[config.mk]
export PLATFORM = sky130hd
export DESIGN_NAME = dice_button_conditioner_flat
export DESIGN_NICKNAME = d
export VERILOG_FILES = /design/src/rtl/dice_button_conditioner_if.sv /design/src/rtl/dice_button_conditioner.sv /design/src/flat_wrapper.sv
export SDC_FILE = /design/constraint.sdc
export NUM_CORES = 1
export LEC_CHECK = 0
export ABC_AREA = 0
export ABC_CLOCK_PERIOD_IN_PS = 6000
export CAP_MARGIN = 20
export CELL_PAD_IN_SITES_DETAIL_PLACEMENT = 1
export CELL_PAD_IN_SITES_GLOBAL_PLACEMENT = 1
export CORE_AREA = 5 5 165 104
export DETAILED_ROUTE_END_ITERATION = 10
export DIE_AREA = 0 0 170 109
export HOLD_SLACK_MARGIN = 0.05
export PLACE_DENSITY_LB_ADDON = 0.3
export SLEW_MARGIN = 0
export SYNTH_ARGS = -nofsm -noshare
export SYNTH_HDL_FRONTEND = slang
export SYNTH_SLANG_ARGS = --single-unit
[constraint.sdc]
create_clock -name clk -period 6 [get_ports clk]
set_clock_uncertainty 0.05 [all_clocks]
set_input_delay 0.6 -clock clk [delete_from_list [all_inputs] [get_ports clk]]
set_output_delay 0.6 -clock clk [all_outputs]
set_load 0.02 [all_outputs]
[src/rtl/dice_button_conditioner_if.sv]
// Button bundle between the board pins and the dice game logic.
// The conditioner takes the slave side, the pin driver the master side.
interface dice_button_conditioner_if #(
    parameter int N_BTN = 3
);
    logic [N_BTN-1:0] btn_raw;
    logic [N_BTN-1:0] btn_level;
    logic [N_BTN-1:0] btn_press;
    logic [N_BTN-1:0] btn_release;
    logic [N_BTN-1:0] btn_toggle;

    modport master (
        output btn_raw,
        input  btn_level,
        input  btn_press,
        input  btn_release,
        input  btn_toggle
    );

    modport slave (
        input  btn_raw,
        output btn_level,
        output btn_press,
        output btn_release,
        output btn_toggle
    );
endinterface

[src/rtl/dice_button_conditioner.sv]
// Synchroniser, debouncer and press/release/toggle generator for the dice buttons.
// Define BTN_AUTOREPEAT_EN to build the hold-to-repeat press generator.
module dice_button_conditioner #(
    parameter int N_BTN           = 3,
    parameter int DEBOUNCE_CYCLES = 1000000,
    parameter bit ACTIVE_LOW      = 1'b1,
    parameter int CNT_W           = 20
`ifdef BTN_AUTOREPEAT_EN
    ,
    parameter int REPEAT_DELAY    = 25000000,
    parameter int REPEAT_PERIOD   = 5000000
`endif
) (
    input  logic                    clk,
    input  logic                    Reset,
    dice_button_conditioner_if.slave bus
);
    localparam logic [CNT_W-1:0] CNT_LAST = CNT_W'(DEBOUNCE_CYCLES - 1);

    logic [N_BTN-1:0] raw_norm;
    logic [N_BTN-1:0] sync1;
    logic [N_BTN-1:0] sync2;
    logic [N_BTN-1:0] stable;
    logic [N_BTN-1:0] differ;
    logic [N_BTN-1:0] done;
    logic [N_BTN-1:0] accept;
    logic [N_BTN-1:0] rise;
    logic [N_BTN-1:0] fall;
    logic [N_BTN-1:0] fire;
    logic [N_BTN-1:0] press_q;
    logic [N_BTN-1:0] release_q;
    logic [N_BTN-1:0] toggle_q;
    logic [CNT_W-1:0] cnt [N_BTN];

    // pressed is always 1 inside, whatever the board wiring
    assign raw_norm = bus.btn_raw ^ {N_BTN{ACTIVE_LOW}};

    // two-flop synchroniser; reset parks both stages at released
    always_ff @(posedge clk) begin
        if (Reset) begin
            sync1 <= '0;
            sync2 <= '0;
        end else begin
            sync1 <= raw_norm;
            sync2 <= sync1;
        end
    end

    // a new level is accepted once it has disagreed for the full window
    always_comb begin
        differ = sync2 ^ stable;
        done   = '0;
        for (int i = 0; i < N_BTN; i++) begin
            done[i] = (cnt[i] == CNT_LAST);
        end
        accept = differ & done;
        rise   = accept & ~stable;
        fall   = accept & stable;
    end

    // debounce counters; any agreeing cycle restarts the window
    always_ff @(posedge clk) begin
        if (Reset) begin
            stable <= '0;
            for (int i = 0; i < N_BTN; i++) begin
                cnt[i] <= '0;
            end
        end else begin
            for (int i = 0; i < N_BTN; i++) begin
                if (!differ[i]) begin
                    cnt[i] <= '0;
                end else if (done[i]) begin
                    stable[i] <= sync2[i];
                    cnt[i]    <= '0;
                end else begin
                    cnt[i] <= cnt[i] + 1'b1;
                end
            end
        end
    end

`ifdef BTN_AUTOREPEAT_EN
    localparam int HOLD_MAX = (REPEAT_DELAY > REPEAT_PERIOD) ?
                              REPEAT_DELAY : REPEAT_PERIOD;
    localparam int HOLD_W   = $clog2(HOLD_MAX + 1);
    localparam logic [HOLD_W-1:0] FIRST_LAST = HOLD_W'(REPEAT_DELAY - 1);
    localparam logic [HOLD_W-1:0] NEXT_LAST  = HOLD_W'(REPEAT_PERIOD - 1);

    logic [HOLD_W-1:0] hold [N_BTN];
    logic [N_BTN-1:0]  repeating;

    // repeat fires after the initial delay, then at the repeat period
    always_comb begin
        fire = '0;
        for (int i = 0; i < N_BTN; i++) begin
            fire[i] = stable[i] & ~accept[i] &
                      (hold[i] == (repeating[i] ? NEXT_LAST : FIRST_LAST));
        end
    end

    // hold counters run only while a button sits in the pressed state
    always_ff @(posedge clk) begin
        if (Reset) begin
            repeating <= '0;
            for (int i = 0; i < N_BTN; i++) begin
                hold[i] <= '0;
            end
        end else begin
            for (int i = 0; i < N_BTN; i++) begin
                if (!stable[i] || accept[i]) begin
                    hold[i]      <= '0;
                    repeating[i] <= 1'b0;
                end else if (fire[i]) begin
                    hold[i]      <= '0;
                    repeating[i] <= 1'b1;
                end else begin
                    hold[i] <= hold[i] + 1'b1;
                end
            end
        end
    end
`else
    assign fire = '0;
`endif

    // registered one-cycle pulses and the press-driven toggle
    always_ff @(posedge clk) begin
        if (Reset) begin
            press_q   <= '0;
            release_q <= '0;
            toggle_q  <= '0;
        end else begin
            press_q   <= rise | fire;
            release_q <= fall;
            toggle_q  <= toggle_q ^ (rise | fire);
        end
    end

    assign bus.btn_level   = stable;
    assign bus.btn_press   = press_q;
    assign bus.btn_release = release_q;
    assign bus.btn_toggle  = toggle_q;
endmodule

[src/flat_wrapper.sv]
// flat-port wrapper written by rule: the top's interface ports become plain ports
module dice_button_conditioner_flat 
#(
    parameter int N_BTN           = 3,
    parameter int DEBOUNCE_CYCLES = 1000000,
    parameter bit ACTIVE_LOW      = 1'b1,
    parameter int CNT_W           = 20

)
  (clk, Reset, bus_btn_raw, bus_btn_level, bus_btn_press, bus_btn_release, bus_btn_toggle);
  dice_button_conditioner_if #(.N_BTN(N_BTN)) bus_i ();
  input  logic clk;
  input  logic Reset;
  input wire logic [$bits(bus_i.btn_raw)-1:0] bus_btn_raw;
  output wire logic [$bits(bus_i.btn_level)-1:0] bus_btn_level;
  output wire logic [$bits(bus_i.btn_press)-1:0] bus_btn_press;
  output wire logic [$bits(bus_i.btn_release)-1:0] bus_btn_release;
  output wire logic [$bits(bus_i.btn_toggle)-1:0] bus_btn_toggle;
  assign bus_i.btn_raw = bus_btn_raw;
  assign bus_btn_level = bus_i.btn_level;
  assign bus_btn_press = bus_i.btn_press;
  assign bus_btn_release = bus_i.btn_release;
  assign bus_btn_toggle = bus_i.btn_toggle;
  dice_button_conditioner #(.N_BTN(N_BTN), .DEBOUNCE_CYCLES(DEBOUNCE_CYCLES), .ACTIVE_LOW(ACTIVE_LOW), .CNT_W(CNT_W)) u_core (.clk(clk), .Reset(Reset), .bus(bus_i));
endmodule
## Word-level counts from Yosys, hierarchy flattened

Memory sizes are Yosys's and may differ from the RTL's.
Index checks and enable logic that the tools add are counted.

- Register bits after elaboration: 18
- Bits in read-only memories: 0
- Logic and storage cells: 78
- Memory bits (writable): 60
- Bits of input ports: 5
- Output and inout bits: 12
- Memories: 1
- Latch bits: 0

Memories:

| name | depth | width | rd ports | clocked after Yosys merged registers in | wr ports | RTL line | text |
|---|---|---|---|---|---|---|---|
| u_core.cnt | 3 | 20 | 3 | 0 | 3 | dice_button_conditioner.sv:33 | `logic [CNT_W-1:0] cnt [N_BTN];` |

- Shifts and indexed selects: 0
- Muxes and demuxes: 44
- Reductions and logical operators: 3
- Equal/unequal tests: 3
- Div/mod/pow operators: 0
- Bitwise gates (word level): 16
- Add/sub/neg operators: 3
- $lt $le $gt $ge: 0
- $mul: 0

Operator list:

| cell | number |
|---|---|
| 20-bit 2-to-1 mux | 9 |
| 20-bit by 1-bit adder with 20-bit output (second input constant) | 3 |
| 20-bit == test (second input constant) | 3 |
| 1-bit 2-to-1 mux | 35 |
| 3-bit bitwise AND | 3 |
| 1-bit OR | 9 |
| 3-bit NOT | 2 |
| 2-bit AND reduction | 3 |
| 3-bit bitwise XOR | 2 |

## Longest topological paths before layout

Gate-level depths: netlist of the first run.
An unclocked memory read counts as a cell.

- Depth in word-level cells: 8
- Gate-level depth with buffers: 7
- Mapped depth without buffers: 5

## Least setup slack after synthesis of the first run

No wires, ideal clock.

- Path kind: register to register
- Start point: memory u_core.cnt[2][10]
- End point: memory u_core.cnt[2][10], data pin
- Stages on the path, launching flop included: 6
- Data arrival time: 2.021 ns
- Path slack: 3.674 ns
- Period minus slack after synthesis: 2.326 ns
- Path buffers: 1
- Library setup time: 0.254 ns
- Cell sequence: edfxtp_1 or4b_1 or4_4 o21ai_2 buf_6 nor2_1

RTL lines:

| element | RTL line |
|---|---|
| start: declaration | dice_button_conditioner.sv:33 |

==> results.md, run 1 <==
* Warnings from Yosys at 0
* GR Util met3 at 2.90%
* Grt ovf at 0
* Leakage at 1.56 nW
* Detailed router's first-iteration violation count at 109
* CTS H-tree depth at 3
* Hold Startpoint: u_core.sync1[2]
* Main synth FF type: edfxtp_1
* Gr usage total at 10.2%
* Share of layout cells above drive strength 1 at 6.10%
* Crit path cell chain: or4b_4, or4_4, o21ai_2, nor2_1
* Ant diodes at 0
* Cell Pwr Density at 252 nW/µm²
* Sequential area share after synthesis at 55.1%
* MaxCap Viol Count at 0
* Clk sinks at 78
* CP Launch Type: register
* DR vias/cell at approximately 4.5
* Fin. Hold Viols at 0
* Min cycle time layout at ~2700 ps
* Xor-xnor portion of the synthesized cell area at 7.36%
* CP Data Required Time at roughly 6000 ps
* Top-count cell post-synth: edfxtp_1
* Max incr delay on CP at 650 ps
* # nets final at 462
* Async S/R FF share, synth at 0%
* CP Data Arrival Time at 2730 ps
* CP Launch Point: u_core.cnt[1][13]
* Core area at approximately 16000 µm²
* Number of I/O port buffers at 16
* Max VDD drop at 122 µV
* Synth-to-layout area growth at 22.6%
* Yosys reg bits at about 80
* Clock Tree Buf Depth at 2
* Setup_tns at 0 ps
* Met2 GRT Util at 15.7%
* Clock-pin transition on the worst setup and hold timing paths at 60 ps
* Row count at 36
* CTS buffer count at 9
* Simple-gate area share of the yosys netlist at 25.6%
* Grt met1 use at 14.1%
* DRT Wirelength at 8880 µm
* CP Capture Type: register
* CTS Hold Bufs at 0
* Global routing's busiest layer: met2
* FF-to-FF setup slack at ~3300 ps
* Post-synth EDFFs at 60
* Critical path class: register to register
* Cells after Synth at roughly 380
* Slew @ Worst Pin at 824 ps
* CTS tree: built
* Detail Route Antenna Nets at 0
* Root Buffer Master: clkbuf_16
* DR vias at 3007
* Synth cell count leaders: edfxtp_1 (60), nor2_1 (44), a21oi_1 (30)
* Initial antenna violation count at 0
* Distinct cell type count after synthesis at 36
* Compound-gate portion of the synthesized area at 8.61%
* Post-cts sizing count at 0
* Worst-path maximum fanout at 19
* Setup violators final at 0
* Starting density of the core at between 20% and 30%
* Mux contribution to synthesized area at 0%
* Slew HR at between 40 and 50%
* Largest net degree at the start of global routing at 22
* Fmax at 367 MHz
* Die Ht at 109 µm
* Period Utilization, post-route at 45.4%
* Gpl congestion at 0.717
* Status: completed
* Final Total Pwr at 1.21 mW
* Unrepaired setup endpoints after global routing: no
* First-pass GRT wire length at ~15000 µm
* Max-slew violation count at 0
* Post-Synth Adder-Cell Area at 0.956%
* Worst path bufs/invs at 0
* Die width at 170 µm
* Synth top area share at 45.9%
* Mapped Avg Cell Area at about 10 µm²
* Vias in the first global route at approximately 3000
* Post-layout util at 30.8%
* Post-CTS setup buffers at 0
* Crit-path leading delay family: simple AND/OR/NAND/NOR gates
* Die area at 18500 µm²
* Worst hold slack at 391 ps
* Placed wire-length estimate at 6600 µm
* Largest family of logic cells by synthesized area: simple AND/OR/NAND/NOR gates
* R2R Path Start: u_core.cnt[1][13]
* HP Class: register to register
* Post-route DRC at 0
* DR WL/cell at 13.3 µm
* CP max-delay cell: o21ai_2
* Clock Latency Late Sink at 340 ps
* Drt pass-1 iters at 4
* Top Ports at 17
* Area leader, netlist: edfxtp_1
* Netlist Area Pre-Place at between 3000 and 4000 µm²
* Ranking of synthesized cells by area: edfxtp_1 (46%), dfxtp_1 (9.2%), nor2_1 (4.2%)
[cells in the final DEF, fill, tap and decap left out, types with 3 or more instances in the layout]
cell	synthesis	layout
and3_1	9	9
nand4_1	9	9
xnor2_1	17	17
or4b_1	3	3
nor2_1	44	44
nand2_1	18	18
inv_1	8	8
nor4_1	8	8
o31ai_1	9	9
clkdlybuf4s50_1	0	16
clkbuf_16	0	9
nor3_1	10	10
or3_1	16	16
ha_1	3	3
a21oi_1	30	30
dfxtp_1	18	18
nand2b_1	7	7
o21ai_0	16	16
nor2b_1	4	4
nand3_1	29	29
or4_1	11	11
conb_1	1	60
xor2_1	16	16
edfxtp_1	60	60
[power breakdown]
group / internal (mW) / leakage, nW / switching (mW)
combinational: 0.0172 / 0.648 / 0.0267
clock: 0.322 / 0.144 / 0.225
sequential: 0.601 / 0.765 / 0.0204
total: 0.940 / 1.56 / 0.272
[routing by layer]
metal | routed length (µm) | share of wire (%)
met1 | 4720 | 53
met2 | 3820 | 43
met3 | 220 | 2.5
met4 | 123 | 1.4
met5 | 0 | 0
[cells by family after synthesis]
family	Yosys count
AO/OA/AOI/OAI	60
XOR/XNOR	33
adder cells (fa/ha/maj)	3
buffers and inverters	18
flip-flops	78
other	1
AND/OR/NAND/NOR	183
[flip-flops by register name (all words and copies together), names as in the netlist]
| signal | flops |
|---|---|
| u_core.cnt | 60 |
| u_core.bus.btn_level | 3 |
| u_core.bus.btn_press | 3 |
| u_core.bus.btn_release | 3 |
| u_core.bus.btn_toggle | 3 |
| u_core.sync1 | 3 |
| u_core.sync2 | 3 |
[area by class of cell]
type,count,area [µm²]
clock buffer,10,229
clock inverter,6,61.3
fill,1783,10800
inverter,8,30.0
multi-input combinational,339,1890
sequential,78,2160
tap,209,262
timing repair buffer,18,175
[worst reg2reg max path: stages (launching register included)]
cell and delay (ps):
edfxtp_1 520, or4b_4 570, or4_4 530, o21ai_2 650, nor2_1 130
[per-stage QoR]
stage          cell area, µm²  setup slack [ps]  instances
2_1_floorplan            4150              3670        435
3_3_place_gp             4520              3290        652
3_5_place_dp             4520              3220        652
4_1_cts                  4810              3220        668
5_1_grt                  4810              3130        668
6_report                 4810              3280        668
[final timing paths]
| kind | end | depth (start not counted) |
|---|---|---|
| setup / recovery | u_core.cnt[1][10] | 4 |
| setup reg to reg | u_core.cnt[1][10] | 4 |
| hold / removal | u_core.sync2[2] | 1 |
| hold reg to reg | u_core.sync2[2] | 1 |
Power figures use the tool's default switching activity.
==> run 2: changes to the inputs <==
--- a/config.mk
+++ b/config.mk
@@ -6,7 +6,7 @@
 export NUM_CORES = 1
 export LEC_CHECK = 0
 export ABC_AREA = 0
-export ABC_CLOCK_PERIOD_IN_PS = 6000
+export ABC_CLOCK_PERIOD_IN_PS = 2840
 export CAP_MARGIN = 20
 export CELL_PAD_IN_SITES_DETAIL_PLACEMENT = 1
 export CELL_PAD_IN_SITES_GLOBAL_PLACEMENT = 1
==> constraint.sdc (replaced) <==
create_clock -name clk -period 2.84 [get_ports clk]
set_clock_uncertainty 0.05 [all_clocks]
set_input_delay 0.284 -clock clk [delete_from_list [all_inputs] [get_ports clk]]
set_output_delay 0.284 -clock clk [all_outputs]
set_load 0.02 [all_outputs]
==> results.md, run 2 (synthesis gave the netlist of run 1 again) <==
* Status: completed (unchanged)
* CTS H-tree depth at 3 (unchanged)
* Post-cts sizing count at 0 (unchanged)
* Max VDD drop at 261 µV (was 122 µV)
* Root Buffer Master: clkbuf_16 (unchanged)
* DR vias at 2996 (was 3007)
* Most frequent cells in the layout: edfxtp_1 (60), conb_1 (60), nor2_1 (44), a21oi_1 (30), nand3_1 (29) (unchanged)
* Post-layout util at 31.2% (was 30.8%)
* CTS Hold Bufs at 0 (unchanged)
* Max-slew violation count at 0 (unchanged)
* Die area at 18500 µm² (unchanged)
* Fmax at 421 MHz (was 367 MHz)
* Row count at 36 (unchanged)
* HP Class: register to register (unchanged)
* Final Total Pwr at 2.71 mW (was 1.21 mW)
* DRT Wirelength at 8730 µm (was 8880 µm)
* Synth-to-layout area growth at 24.1% (was 22.6%)
* Initial antenna violation count at 0 (unchanged)
* Detailed router's first-iteration violation count at 162 (was 109)
* CP Data Arrival Time at 2410 ps (was 2730 ps)
* Clk sinks at 78 (unchanged)
* Cell Pwr Density at 556 nW/µm² (was 252 nW/µm²)
* Share of layout cells above drive strength 1 at 6.29% (was 6.10%)
* CP Capture Type: register (unchanged)
* Die width at 170 µm (unchanged)
* Number of I/O port buffers at 16 (unchanged)
* R2R Path Start: u_core.cnt[1][13] (unchanged)
* Clock-pin transition on the worst setup and hold timing paths at 60 ps (about the same)
* Gr usage total at 9.99% (was 10.2%)
* Crit-path leading delay family: simple AND/OR/NAND/NOR gates (unchanged)
* Gpl congestion at 0.732 (was 0.717)
* Placed wire-length estimate at 6480 µm (was 6600 µm)
* Post-CTS setup buffers at 0 (unchanged)
* Fin. Hold Viols at 0 (unchanged)
* CTS tree: built (unchanged)
* Post-route DRC at 0 (unchanged)
* Slew @ Worst Pin at 570 ps (was 824 ps)
* CP max-delay cell: or4b_4 (was o21ai_2)
* Min cycle time layout at 2380 ps (was 2720 ps)
* Sequential cell fraction of total power at 48.4% (was 51.2%)
* Leakage at 1.58 nW (was 1.56 nW)
* Worst path bufs/invs at 1 (was 0)
* MaxCap Viol Count at 0 (unchanged)
* Largest register FFs at 60 (unchanged)
* DR WL/cell at 13.0 µm (was 13.3 µm)
* Critical path class: register to register (unchanged)
* CP Launch Point: u_core.cnt[1][13] (unchanged)
* Vias in the first global route at 2968 (was 2988)
* Largest net degree at the start of global routing at 20 (was 22)
* Int Pwr at 2.17 mW (was 940 µW)
* Switching share of total power at 20.1% (was 22.5%)
* First-pass GRT wire length at 14800 µm (was 15000 µm)
* Clock Latency Late Sink at 330 ps (was 340 ps)
* Setup violators final at 0 (unchanged)
* DR vias/cell at 4.47 (was 4.50)
* Top Ports at 17 (unchanged)
* Crit path cell chain: or4b_4, or4_4, o21ai_2, buf_4, nor2_1 (was or4b_4, or4_4, o21ai_2, nor2_1)
* Slew HR at 61.6% (was 45.1%)
* CP Data Required Time at 2870 ps (was 6010 ps)
* # nets final at 464 (was 462)
* Layout fillers at 1788 (was 1783)
* Drt pass-1 iters at 4 (unchanged)
* CTS buffer count at 9 (unchanged)
* Hold Startpoint: u_core.sync1[2] (unchanged)
* Gate power share at 3.4% (was 3.6%)
* Starting density of the core at 25.1% (unchanged)
* Unrepaired setup endpoints after global routing: no (unchanged)
* Core area at 15600 µm² (unchanged)
* Detail Route Antenna Nets at 0 (unchanged)
* P_sw at 543 µW (was 272 µW)
* CP Launch Type: register (unchanged)
* Period Utilization, post-route at 83.7% (was 45.4%)
* Die Ht at 109 µm (unchanged)
* Setup_tns at 0 ps (unchanged)
* Grt ovf at 0 (unchanged)
* Max incr delay on CP at 570 ps (was 650 ps)
* Ant diodes at 0 (unchanged)
* Clock power frac at 48.1% (was 45.1%)
* Worst-path maximum fanout at 19 (unchanged)
* Top reg by flops: u_core.cnt (unchanged)
* Clock Tree Buf Depth at 2 (unchanged)
## run 2: power groups by stage
| stage | sequential, mW | clock, mW | combinational [mW] |
|---|---|---|---|
| after floorplan | 1.32 | 0 | 0.0724 |
| after global placement | 1.33 | 0 | 0.0896 |
| after detailed placement | 1.34 | 0 | 0.0915 |
| after CTS | 1.31 | 1.35 | 0.0924 |
| after global routing | 1.32 | 1.40 | 0.108 |
| final | 1.31 | 1.30 | 0.0931 |
## run 2: routing by layer
| metal | wire (µm) | track usage, % | part of all wire [%] |
|---|---|---|---|
| met1 | 4660 | 14.2 | 53 |
| met2 | 3700 | 14.8 | 42 |
| met3 | 261 | 2.90 | 3.0 |
| met4 | 106 | 3.02 | 1.2 |
| met5 | 0 | 0 | 0 |
## run 2: stage by stage
step           hold slack, ps  std cells  instance area (µm²)  worst slack [ps]
2_1_floorplan             301        435                 4150               514
3_3_place_gp              372        654                 4540               496
3_5_place_dp              383        654                 4540               454
4_1_cts                   395        670                 4870               450
5_1_grt                   414        670                 4870               355
6_report                  387        670                 4870               464
## run 2: layout make-up
| cell class | count | area [µm²] | area share [%] |
|---|---|---|---|
| Sequential cell | 78 | 2160 | 44.4 |
| Multi-Input combinational cell | 339 | 1890 | 38.9 |
| Tap cell | 209 | 262 | 5.37 |
| Clock buffer | 12 | 236 | 4.86 |
| Timing Repair Buffer | 20 | 190 | 3.91 |
| Clock inverter | 4 | 95.1 | 1.95 |
| Inverter | 8 | 30.0 | 0.617 |
## run 2: worst paths after layout
kind,endpoint,slack (ps),cells past startpoint
hold reg to reg,u_core.sync2[2],390,1
setup / recovery,u_core.cnt[1][4],460,5
setup reg to reg,u_core.cnt[1][4],460,5
hold / removal,u_core.sync2[2],390,1
==> run 3: changes to the inputs <==
--- a/config.mk
+++ b/config.mk
@@ -6,7 +6,7 @@
 export NUM_CORES = 1
 export LEC_CHECK = 0
 export ABC_AREA = 0
-export ABC_CLOCK_PERIOD_IN_PS = 2840
+export ABC_CLOCK_PERIOD_IN_PS = 2400
 export CAP_MARGIN = 20
 export CELL_PAD_IN_SITES_DETAIL_PLACEMENT = 1
 export CELL_PAD_IN_SITES_GLOBAL_PLACEMENT = 1
==> constraint.sdc (replaced) <==
create_clock -name clk -period 2.4 [get_ports clk]
set_clock_uncertainty 0.05 [all_clocks]
set_input_delay 0.24 -clock clk [delete_from_list [all_inputs] [get_ports clk]]
set_output_delay 0.24 -clock clk [all_outputs]
set_load 0.02 [all_outputs]
==> results.md, run 3 (synthesis gave the netlist of run 1 again) <==
* CTS tree: built (unchanged)
* Unrepaired setup endpoints after global routing: no (unchanged)
* Largest register FFs at 60 (unchanged)
* Worst path bufs/invs at 1 (unchanged)
* Die width at 170 µm (unchanged)
* Slew @ Worst Pin at 574 ps (was 570 ps)
* Number of I/O port buffers at 16 (unchanged)
* Leakage at 1.66 nW (was 1.58 nW)
* Clock Tree Buf Depth at 2 (unchanged)
* Placed insts at 670 (was 654)
* Register Area at 2160 µm² (unchanged)
* # nets final at 481 (was 464)
* Gpl congestion at 0.726 (was 0.732)
* DR WL/cell at 13.2 µm (was 13.0 µm)
* Post-route DRC at 0 (unchanged)
* Max-slew violation count at 0 (unchanged)
* Setup violators final at 0 (unchanged)
* DRT Wirelength at 9040 µm (was 8730 µm)
* Post-cts sizing count at 0 (unchanged)
* CP Data Required Time at 2420 ps (was 2870 ps)
* Die Ht at 109 µm (unchanged)
* Worst-path maximum fanout at 12 (was 19)
* Core area at 15600 µm² (unchanged)
* Drt pass-1 iters at 4 (unchanged)
* CTS H-tree depth at 3 (unchanged)
* Detail Route Antenna Nets at 0 (unchanged)
* Met2 GRT Util at 16.0% (was 14.8%)
* Global routing's busiest layer: met2 (unchanged)
* Final instance area at 5000 µm² (was 4870 µm²)
* Root Buffer Master: clkbuf_16 (unchanged)
* Share of layout cells above drive strength 1 at 10.3% (was 6.29%)
* Max incr delay on CP at 580 ps (was 570 ps)
* Clock-pin transition on the worst setup and hold timing paths at 60 ps (about the same)
* Cell Pwr Density at 632 nW/µm² (was 556 nW/µm²)
* CP Launch Type: register (unchanged)
* Detailed router's first-iteration violation count at 200 (was 162)
* CP Data Arrival Time at 2310 ps (was 2410 ps)
* Fmax at 438 MHz (was 421 MHz)
* CTS buffer count at 9 (unchanged)
* First-pass GRT wire length at 15200 µm (was 14800 µm)
* DR vias at 3077 (was 2996)
* Clk sinks at 78 (unchanged)
* Vias in the first global route at 3094 (was 2968)
* Setup_tns at 0 ps (unchanged)
* Top reg by flops: u_core.cnt (unchanged)
* Top Ports at 17 (unchanged)
* DR vias/cell at 4.48 (was 4.47)
* Period Utilization, post-route at 95.2% (was 83.7%)
* Final Non-Filler Cells at 687 (was 670)
* CP Capture Type: register (unchanged)
* Max VDD drop at 282 µV (was 261 µV)
* MaxCap Viol Count at 0 (unchanged)
* Starting density of the core at 25.1% (unchanged)
* HP Class: primary input to register (was register to register)
* Post-CTS setup buffers at 0 (unchanged)
* Fin. Hold Viols at 0 (unchanged)
* Grt ovf at 0 (unchanged)
* GR Util met3 at 2.83% (was 2.90%)
* Min cycle time layout at 2280 ps (was 2380 ps)
* Slew HR at 61.3% (was 61.6%)
* Initial antenna violation count at 0 (unchanged)
* Crit-path leading delay family: simple AND/OR/NAND/NOR gates (unchanged)
* Gr usage total at 10.4% (was 9.99%)
* Clock Latency Late Sink at 330 ps (about the same)
* Critical path class: register to register (unchanged)
* Synth-to-layout area growth at 27.4% (was 24.1%)
* Layout fillers at 1807 (was 1788)
* Placed wire-length estimate at 6800 µm (was 6480 µm)
* Footprint of the multi-input gates at 1890 µm² (unchanged)
* Largest net degree at the start of global routing at 20 (unchanged)
* Most frequent cells in the layout: edfxtp_1 (60), conb_1 (60), nor2_1 (44), a21oi_1 (30), nand3_1 (29) (unchanged)
* Placed Area at 4670 µm² (was 4540 µm²)
* CP max-delay cell: or4_4 (was or4b_4)
* Row count at 36 (unchanged)
* Grt met1 use at 14.3% (was 14.2%)
* Ant diodes at 0 (unchanged)
* Crit path cell chain: or4b_1, or4_4, o21ai_2, buf_4, a21oi_1 (was or4b_4, or4_4, o21ai_2, buf_4, nor2_1)
* Die area at 18500 µm² (unchanged)
* Status: completed (unchanged)
* CTS Hold Bufs at 0 (unchanged)
* Worst hold slack at 384 ps (was 387 ps)
[run 3: cell types whose count changed in the layout (fill, tap and decap cells not counted), sizes merged]
cell | before | now
clkinvlp | 0 | 3
clkbuf | 12 | 9
bufinv | 3 | 2
inv | 8 | 9
buf | 4 | 21
[run 3: worst paths after layout]
kind | slack, ps | cells after the start | endpoint | startpoint
worst min-delay path | 380 | 2 | u_core.sync1[1] | bus_btn_raw[1]
worst max register to register | 120 | 5 | u_core.cnt[2][17] | u_core.cnt[2][11]
worst max-delay path | 120 | 5 | u_core.cnt[2][17] | u_core.cnt[2][11]
worst min register to register | 390 | 1 | u_core.sync2[2] | u_core.sync1[2]
[run 3: power breakdown]
part	internal, mW	leakage [nW]	total [mW]	switching, mW
registers	1.50	0.765	1.54	0.0437
clock network	0.913	0.148	1.48	0.569
logic	0.0572	0.743	0.136	0.0787
[run 3: routing by layer]
metal	vias up	share of wire [%]
met3	13	3.1
met2	21	44
met5	-	0
li1	1543	-
met4	0	1.4
met1	1500	51
[run 3: final cells by class]
type                    count  share of cell area (%)
clock buffers               9                    4.50
flip-flops and latches     78                    43.2
well taps                 209                    5.23
multi-input cells         339                    37.9
inverters                   8                   0.601
clock inverters             7                    1.93
repair buffers             37                    6.61
[run 3: through the flow]
step | setup WS (ps) | util, % | power, mW
after floorplan | 74.5 | - | 1.65
after global placement | 153 | 29.9 | 1.70
after detailed placement | 107 | 29.9 | 1.71
after CTS | 92.8 | 31.9 | 3.21
after global routing | 18.9 | 32.0 | 3.30
final | 116 | 32.0 | 3.16
